$ cat src/rtl/alarm_trigger.sv
// rtl/alarm_trigger.sv - alarm clock trigger: match detect, ring/snooze FSM, beep generator
module alarm_trigger #(
    parameter int RING_TICKS   = 600,
    parameter int SNOOZE_TICKS = 3000,
    parameter int MAX_SNOOZE   = 3
) (
    input  logic       clk10hz,
    input  logic       nReset,
    input  logic [3:0] alarmHourTens,
    input  logic [3:0] alarmHourMu,
    input  logic [3:0] alarmMinTens,
    input  logic [3:0] alarmMinMu,
    input  logic [3:0] timeHourTens,
    input  logic [3:0] timeHourMu,
    input  logic [3:0] timeMinTens,
    input  logic [3:0] timeMinMu,
    input  logic [3:0] timeSecTens,
    input  logic [3:0] timeSecMu,
    input  logic       alarmEn,
    input  logic       snoozeBtn,
    input  logic       stopBtn,
    output logic       buzzer,
    output logic       ringing,
    output logic       snoozing,
    output logic [1:0] snoozesLeft
);

    localparam int RW = (RING_TICKS > 1) ? $clog2(RING_TICKS) : 1;
    localparam int SW = (SNOOZE_TICKS > 1) ? $clog2(SNOOZE_TICKS) : 1;
    localparam logic [1:0]    SNOOZE_INIT = 2'(MAX_SNOOZE);
    localparam logic [RW-1:0] RING_LAST   = RW'(RING_TICKS - 1);
    localparam logic [SW-1:0] SNOOZE_LAST = SW'(SNOOZE_TICKS - 1);

    typedef enum logic [1:0] {
        IDLE   = 2'b00,
        RING   = 2'b01,
        SNOOZE = 2'b10
    } stateType;

    stateType      state, stateNext;
    logic [RW-1:0] ringCnt, ringCntNext;
    logic [SW-1:0] snzCnt, snzCntNext;
    logic [1:0]    snoozesLeftNext;
    logic          matchPrev, snzPrev, stopPrev;
    logic          match, matchRise, snzRise, stopRise;

    // Alarm time is reached only at second zero of the programmed minute
    assign match = (timeHourTens == alarmHourTens) && (timeHourMu == alarmHourMu) &&
                   (timeMinTens == alarmMinTens) && (timeMinMu == alarmMinMu) &&
                   (timeSecTens == 4'd0) && (timeSecMu == 4'd0);

    assign matchRise = match & ~matchPrev;
    assign snzRise   = snoozeBtn & ~snzPrev;
    assign stopRise  = stopBtn & ~stopPrev;

    // Edge-detect history; cleared by reset so a match present at release counts as a rise
    always_ff @(posedge clk10hz or negedge nReset) begin
        if (!nReset) begin
            matchPrev <= 1'b0;
            snzPrev   <= 1'b0;
            stopPrev  <= 1'b0;
        end else begin
            matchPrev <= match;
            snzPrev   <= snoozeBtn;
            stopPrev  <= stopBtn;
        end
    end

    // State, counters and snooze budget registers
    always_ff @(posedge clk10hz or negedge nReset) begin
        if (!nReset) begin
            state       <= IDLE;
            ringCnt     <= '0;
            snzCnt      <= '0;
            snoozesLeft <= SNOOZE_INIT;
        end else begin
            state       <= stateNext;
            ringCnt     <= ringCntNext;
            snzCnt      <= snzCntNext;
            snoozesLeft <= snoozesLeftNext;
        end
    end

    // Next-state logic; each state lists its exits in priority order
    always_comb begin
        stateNext       = state;
        ringCntNext     = '0;
        snzCntNext      = '0;
        snoozesLeftNext = snoozesLeft;
        case (state)
            IDLE: begin
                if (alarmEn && matchRise) begin
                    stateNext       = RING;
                    snoozesLeftNext = SNOOZE_INIT;
                end
            end
            RING: begin
                if (!alarmEn || stopRise) begin
                    stateNext = IDLE;
                end else if (snzRise && (snoozesLeft != 2'd0)) begin
                    stateNext       = SNOOZE;
                    snoozesLeftNext = snoozesLeft - 2'd1;
                end else if (ringCnt == RING_LAST) begin
                    stateNext = IDLE;
                end else begin
                    ringCntNext = ringCnt + RW'(1);
                end
            end
            SNOOZE: begin
                if (!alarmEn || stopRise) begin
                    stateNext = IDLE;
                end else if (snzCnt == SNOOZE_LAST) begin
                    stateNext = RING;
                end else begin
                    snzCntNext = snzCnt + SW'(1);
                end
            end
            default: begin
                stateNext = IDLE;
            end
        endcase
    end

    // Status outputs and 1 Hz, 50 % beep that restarts with ringCnt on every RING entry
    always_comb begin
        ringing  = (state == RING);
        snoozing = (state == SNOOZE);
        buzzer   = (state == RING) && ((32'(ringCnt) % 32'd10) < 32'd5);
    end

endmodule

$ cat config.mk
export PLATFORM = sky130hd
export DESIGN_NAME = alarm_trigger
export DESIGN_NICKNAME = d
export VERILOG_FILES = /design/src/rtl/alarm_trigger.sv
export SDC_FILE = /design/constraint.sdc
export NUM_CORES = 1
export LEC_CHECK = 0
export BUFFER_PORTS_ARGS = -buffer_cell sky130_fd_sc_hd__buf_2
export CAP_MARGIN = 20
export CORE_UTILIZATION = 54
export CTS_BUF_LIST = sky130_fd_sc_hd__clkbuf_4 sky130_fd_sc_hd__clkbuf_8
export DETAILED_ROUTE_END_ITERATION = 10
export PLACE_DENSITY = 0.89
export RECOVER_POWER = 25
export SLEW_MARGIN = 5
export SYNTH_ARGS = -nofsm -noshare
export SYNTH_HDL_FRONTEND = slang
export SYNTH_SLANG_ARGS = --single-unit
$ cat constraint.sdc
create_clock -name clk10hz -period 3.9 [get_ports clk10hz]
set_input_delay 0.39 -clock clk10hz [delete_from_list [all_inputs] [get_ports clk10hz]]
set_output_delay 0.39 -clock clk10hz [all_outputs]
set_load 0.05 [all_outputs]
-- Word level (Yosys, flattened, before mapping)
Cells that the tools add are included.
- register bits: 29
- input port bits: 45
- output and inout port bits: 5
- word-level logic and storage cells: 66
- add/subtract/negate cells: 3
- divide/modulo/power cells: 1
- magnitude comparators: 1
- equal/unequal tests: 13
- mux-type cells: 18
- bitwise operators: 6
- reduce and logical (&&, ||, !) cells: 17
- operators with widths (kind ; count):
    10-bit 2-to-1 mux ; 4
    12-bit 2-to-1 mux ; 3
    32-bit by 3-bit less-than comparator with 1-bit output, second input constant ; 1
    10-bit by 4-bit remainder unit with 32-bit output, second input constant ; 1
    2-bit 2-to-1 mux ; 9
    4-bit equality test ; 4
    12-bit by 1-bit adder with 12-bit output, second input constant ; 1
    12-bit equality test, second input constant ; 1
    10-bit by 1-bit adder with 10-bit output, second input constant ; 1
    10-bit equality test, second input constant ; 1
    1-bit logical AND ; 8
    4-bit zero test ; 2
    2-bit one-hot mux with 3 select lines ; 1
    2-bit inequality test, second input constant ; 2
    4-bit by 1-bit inequality test with 1-bit output, second input constant ; 1
    2-bit one-hot mux with 2 select lines ; 1
    4-bit AND reduction ; 1
    2-bit nonzero test ; 2
    1-bit AND ; 3
    3-bit by 1-bit inequality test with 1-bit output, second input constant ; 1
    1-bit NOT ; 3
    3-bit AND reduction ; 1
    2-bit by 1-bit equality test with 1-bit output, second input constant ; 1
    2-bit equality test, second input constant ; 1
    5 further kinds ; 5

-- Depth between registers and ports, before layout
- depth in word-level cells: 10
- depth in mapped cells: 18
- depth with buffers taken out: 15

-- Worst setup path after synthesis
OpenSTA, ideal clock, no wires.
- path kind: reg-to-output
- start: reg ringCnt[7]
- end: out buzzer
- arrival time: 4.156 ns
- data required time: 3.510 ns
- slack: -0.646 ns
- cell stages (with the launch flop): 16
- path buffers: 0
- cells stage by stage: dfrtp_1 nor2_1 inv_1 ha_1 and2b_4 maj3_2 a21oi_1 o2111a_2 a21oi_2 nor4b_4 and2_2 a32oi_2 and4_1 nor4b_1 o32ai_1 a21oi_1
- cells in the longest elaborated chain, start to end: 3
- RTL lines (what ; RTL line ; source):
    start: declaration ; 41 ; logic [RW-1:0] ringCnt, ringCntNext;
    start signal: assignment ; 78 ; ringCnt <= ringCntNext;
    10-bit by 4-bit remainder unit with 32-bit output ; 128 ; buzzer = (state == RING) && ((32'(ringCnt) % 32'd10) < 32'd5);
    32-bit by 3-bit less-than comparator with 1-bit output ; 128 ;
    1-bit logical AND ; 128 ;
    end: declaration ; 22 ; output logic buzzer,
Every way passes these cells.

-- Worst setup path after layout
Same ends and word-level chain as after synthesis.

==> summary.txt <==
Outcome
  – Status: complete, but fails checks
  – Failing checks: capacitance limit, setup timing

CTS
  – Clk buf depth: 2
  – Clock buffers created by TritonCTS: 5
  – # H-tree levels: 2
  – Root Buffer: clkbuf_8
  – Sink Count: 29
  – CTS tree: done
  – Hold-fix buffer count after cts: 0
  – Register clock-pin slew on the reported worst setup and hold paths: 0.07 ns
  – Clock Latency Late Sink: 0.28 ns

Setup path
  – Crit-path max cell delay: 0.45 ns
  – Crit path launch type: register
  – Slowest cell on crit path: o41ai_1
  – Kind of critical path: register to output port
  – WP data required: 3.51 ns
  – CP max FO: 23
  – CP endpoint kind: output port
  – CP Cell Sequence: buf_4 -> buf_4 -> nor2b_1 -> a21oi_1 -> a21oi_2 -> nor2_1 -> buf_4 -> a221oi_1 -> a21oi_1 -> o41ai_1 -> buf_4 -> a31oi_1 -> nor3_1 -> and3_1 -> o32ai_2 -> a21oi_4 -> buf_6
  – Arrival time at the worst endpoint: 4.09 ns
  – Most used cell along the critical path: buf_4

Global routing
  – Global-route congestion overflow total: 0
  – Largest net degree at the start of global routing: 30
  – Global-route wire length before repair: 15900 µm
  – Vias in the first global route: 3518
  – Overall routing resource usage: 0.331
  – Initial antenna violation count: 0

Final layout
  – Layout cell share with drive strength beyond 1: 0.356
  – Post-Layout Inst Area: 4130 µm²
  – Filler cells: 355
  – Most common cell after layout, fill and taps aside: buf_4
  – Multi-input gate area: 2350 µm²
  – Commonest non-fill, non-tap cells in the layout: 67 x buf_4, 48 x nor2_1, 45 x buf_2
  – Total area of sequential cells: 728 µm²
  – Antenna Cells: 0
  – Post-layout util: 0.754
  – Nets@finish: 541
  – P&R area growth vs syn: 34.9%

Route
  – # DRC: 0
  – Routed WL: 10400 µm
  – Routed Antenna Nets: 0
  – Vias/cell: 6.44
  – Wire per inst: 18.5 µm
  – Initial DRC count: 504
  – First-pass DRT Iterations: 6
  – Vias: 3634

Place
  – Gpl congestion: 0.957
  – Area after DPL: 3740 µm²
  – HPWL after detailed placement: 6740 µm
  – Port-buffer cells: 49

Yosys
  – Synth cell types: 78
  – Register area share after synthesis: 0.238
  – Syn_area_per_cell: 7.84 µm²
  – YS warnings: 0
  – Fraction of registers with async set/reset: 1.00
  – Post-Syn Nets: 440
  – Synthesis-stage register bit count: 29
  – EDFF count, synth: 0
  – Post-synth top flop: dfrtp_1
  – Post-synth top area share: 0.221
  – Synth area leaders: dfrtp_1 22%, xor2_1 6.6%, nor2_1 6.1%, xnor2_1 4.0%, nand2_1 3.2%
  – Synth area leader: dfrtp_1
  – Cell Area, Synth: 3060 µm²
  – Mapped Cells: 390

Pwr
  – Combinational power share: 0.069
  – Leakage: 1.72 nW
  – Sw Ratio: 0.205
  – PD cells: 163 nW/µm²
  – Total power: 0.671 mW
  – Int Pwr: 0.533 mW
  – Seq pwr share: 0.451
  – Clock power share: 0.481
  – Maximum vdd ir drop: 0.000291 V
  – Psw: 0.137 mW

Flow run
  – Max-cap violations: 1

Floorplan
  – Initial core utilization: 0.559
  – Core region area: 5470 µm²
  – Die height: 77.3 µm
  – Number of top-level pins: 50
  – Area of the die: 5970 µm²
  – Die W: 77.3 µm
  – FP Rows: 27

Timing
  – Skew final: 0.00652 ns
  – Slew HR: 0.00791
  – Max-slew violation count: 0
  – Final Cycle Share: 1.15
  – Worst slew pin tran: 1.49 ns
  – Final Hold Vio Count: 0
  – Endpoints failing setup: 1
  – Unrepaired setup endpoints after global routing: true
  – Min Tclk post-route: 4.48 ns
  – Achievable frequency: 0.223 GHz
  – Worst setup margin: -0.582 ns

Hold path
  – Min-Delay Path Class: primary input to register
## worst paths after layout
path,end,cells past startpoint,startpoint,slack [ns]
worst max-delay path,buzzer,17,ringCnt[7],-0.58
worst min-delay path,stopPrev,1,stopBtn,0.23
worst max register to register,ringCnt[8],5,ringCnt[3],1.66
worst min register to register,snzCnt[0],1,snzCnt[0],0.53
max in group asynchronous,ringCnt[0],1,nReset,2.57
min in group asynchronous,snzCnt[2],1,nReset,0.45
## layer usage
metal | global-route usage | share of wire
met4 | 0.145 | 0.047
met3 | 0.0500 | 0.090
met2 | 0.578 | 0.49
met5 | 0 | 0
met1 | 0.400 | 0.38
## what timing repair did
item | CTS | global route
gates resized for setup | 13 | 18
endpoints found under the setup margin | 1 | 1
setup buffers | 7 | 7
pin swaps | 14 | 21
## critical path, delay by kind of cell, from the launching register on
| kind | cells | cell delay [ns] |
|---|---|---|
| buffers and inverters | 5 | 0.90 |
| flip-flops | 1 | 0.36 |
| AND/OR/NAND/NOR | 4 | 0.80 |
| AO/OA/AOI/OAI | 8 | 1.73 |
## stage by stage
step | worst slack, ns | instances | hold slack [ns] | setup TNS [ns]
floorplan | -0.0127 | 390 | 0.0944 | -0.0127
global placement | -0.186 | 542 | 0.428 | -0.186
detailed placement | -0.277 | 542 | 0.439 | -0.277
CTS | -0.404 | 557 | 0.131 | -0.404
global route | -0.696 | 564 | 0.245 | -0.696
finish | -0.582 | 564 | 0.233 | -0.582
## final cells by class
class                   count  area share
clock buffers               6      0.0200
inverters                  17      0.0155
well taps                  72      0.0218
flip-flops and latches     29       0.176
multi-input cells         321       0.570
repair buffers            117       0.187
clock inverters             2     0.00910
## Yosys cell counts, drive strengths merged, types with 11 or more instances
library cell,count
nor2,51
a21oi,20
xnor2,14
inv,17
dfrtp,27
buf,12
nand4,11
clkbuf,11
xor2,23
nor3,11
o21ai,21
nand3,18
nand2,26
## sequential cells by signal (all words and copies together) (netlist names)
register and count:
stopPrev 1, ringCnt 10, snoozesLeft 2, snzCnt 12, matchPrev 1, snzPrev 1
state 2
## power groups by stage
stage	combinational, mW	clock, mW	sequential [mW]
detailed placement	0.0463	0	0.308
global placement	0.0435	0	0.308
CTS	0.0471	0.328	0.302
finish	0.0459	0.322	0.302
global route	0.0509	0.339	0.302
floorplan	0.0133	0	0.308
## cells by family (layout without fill, tap and decap cells)
| kind of cell | count (synthesis) | after routing | share of synthesized area |
|---|---|---|---|
| AOI/OAI and AO/OA | 103 | 103 | 0.252 |
| DFF | 29 | 29 | 0.238 |
| buffers and inverters | 40 | 142 | 0.0634 |
| muxes | 2 | 2 | 0.00736 |
| and+or+nand+nor | 171 | 171 | 0.302 |
| xor gates and xnor gates | 37 | 37 | 0.106 |
| adders and majority gates | 8 | 8 | 0.0307 |
Power figures use the tool's default switching activity.
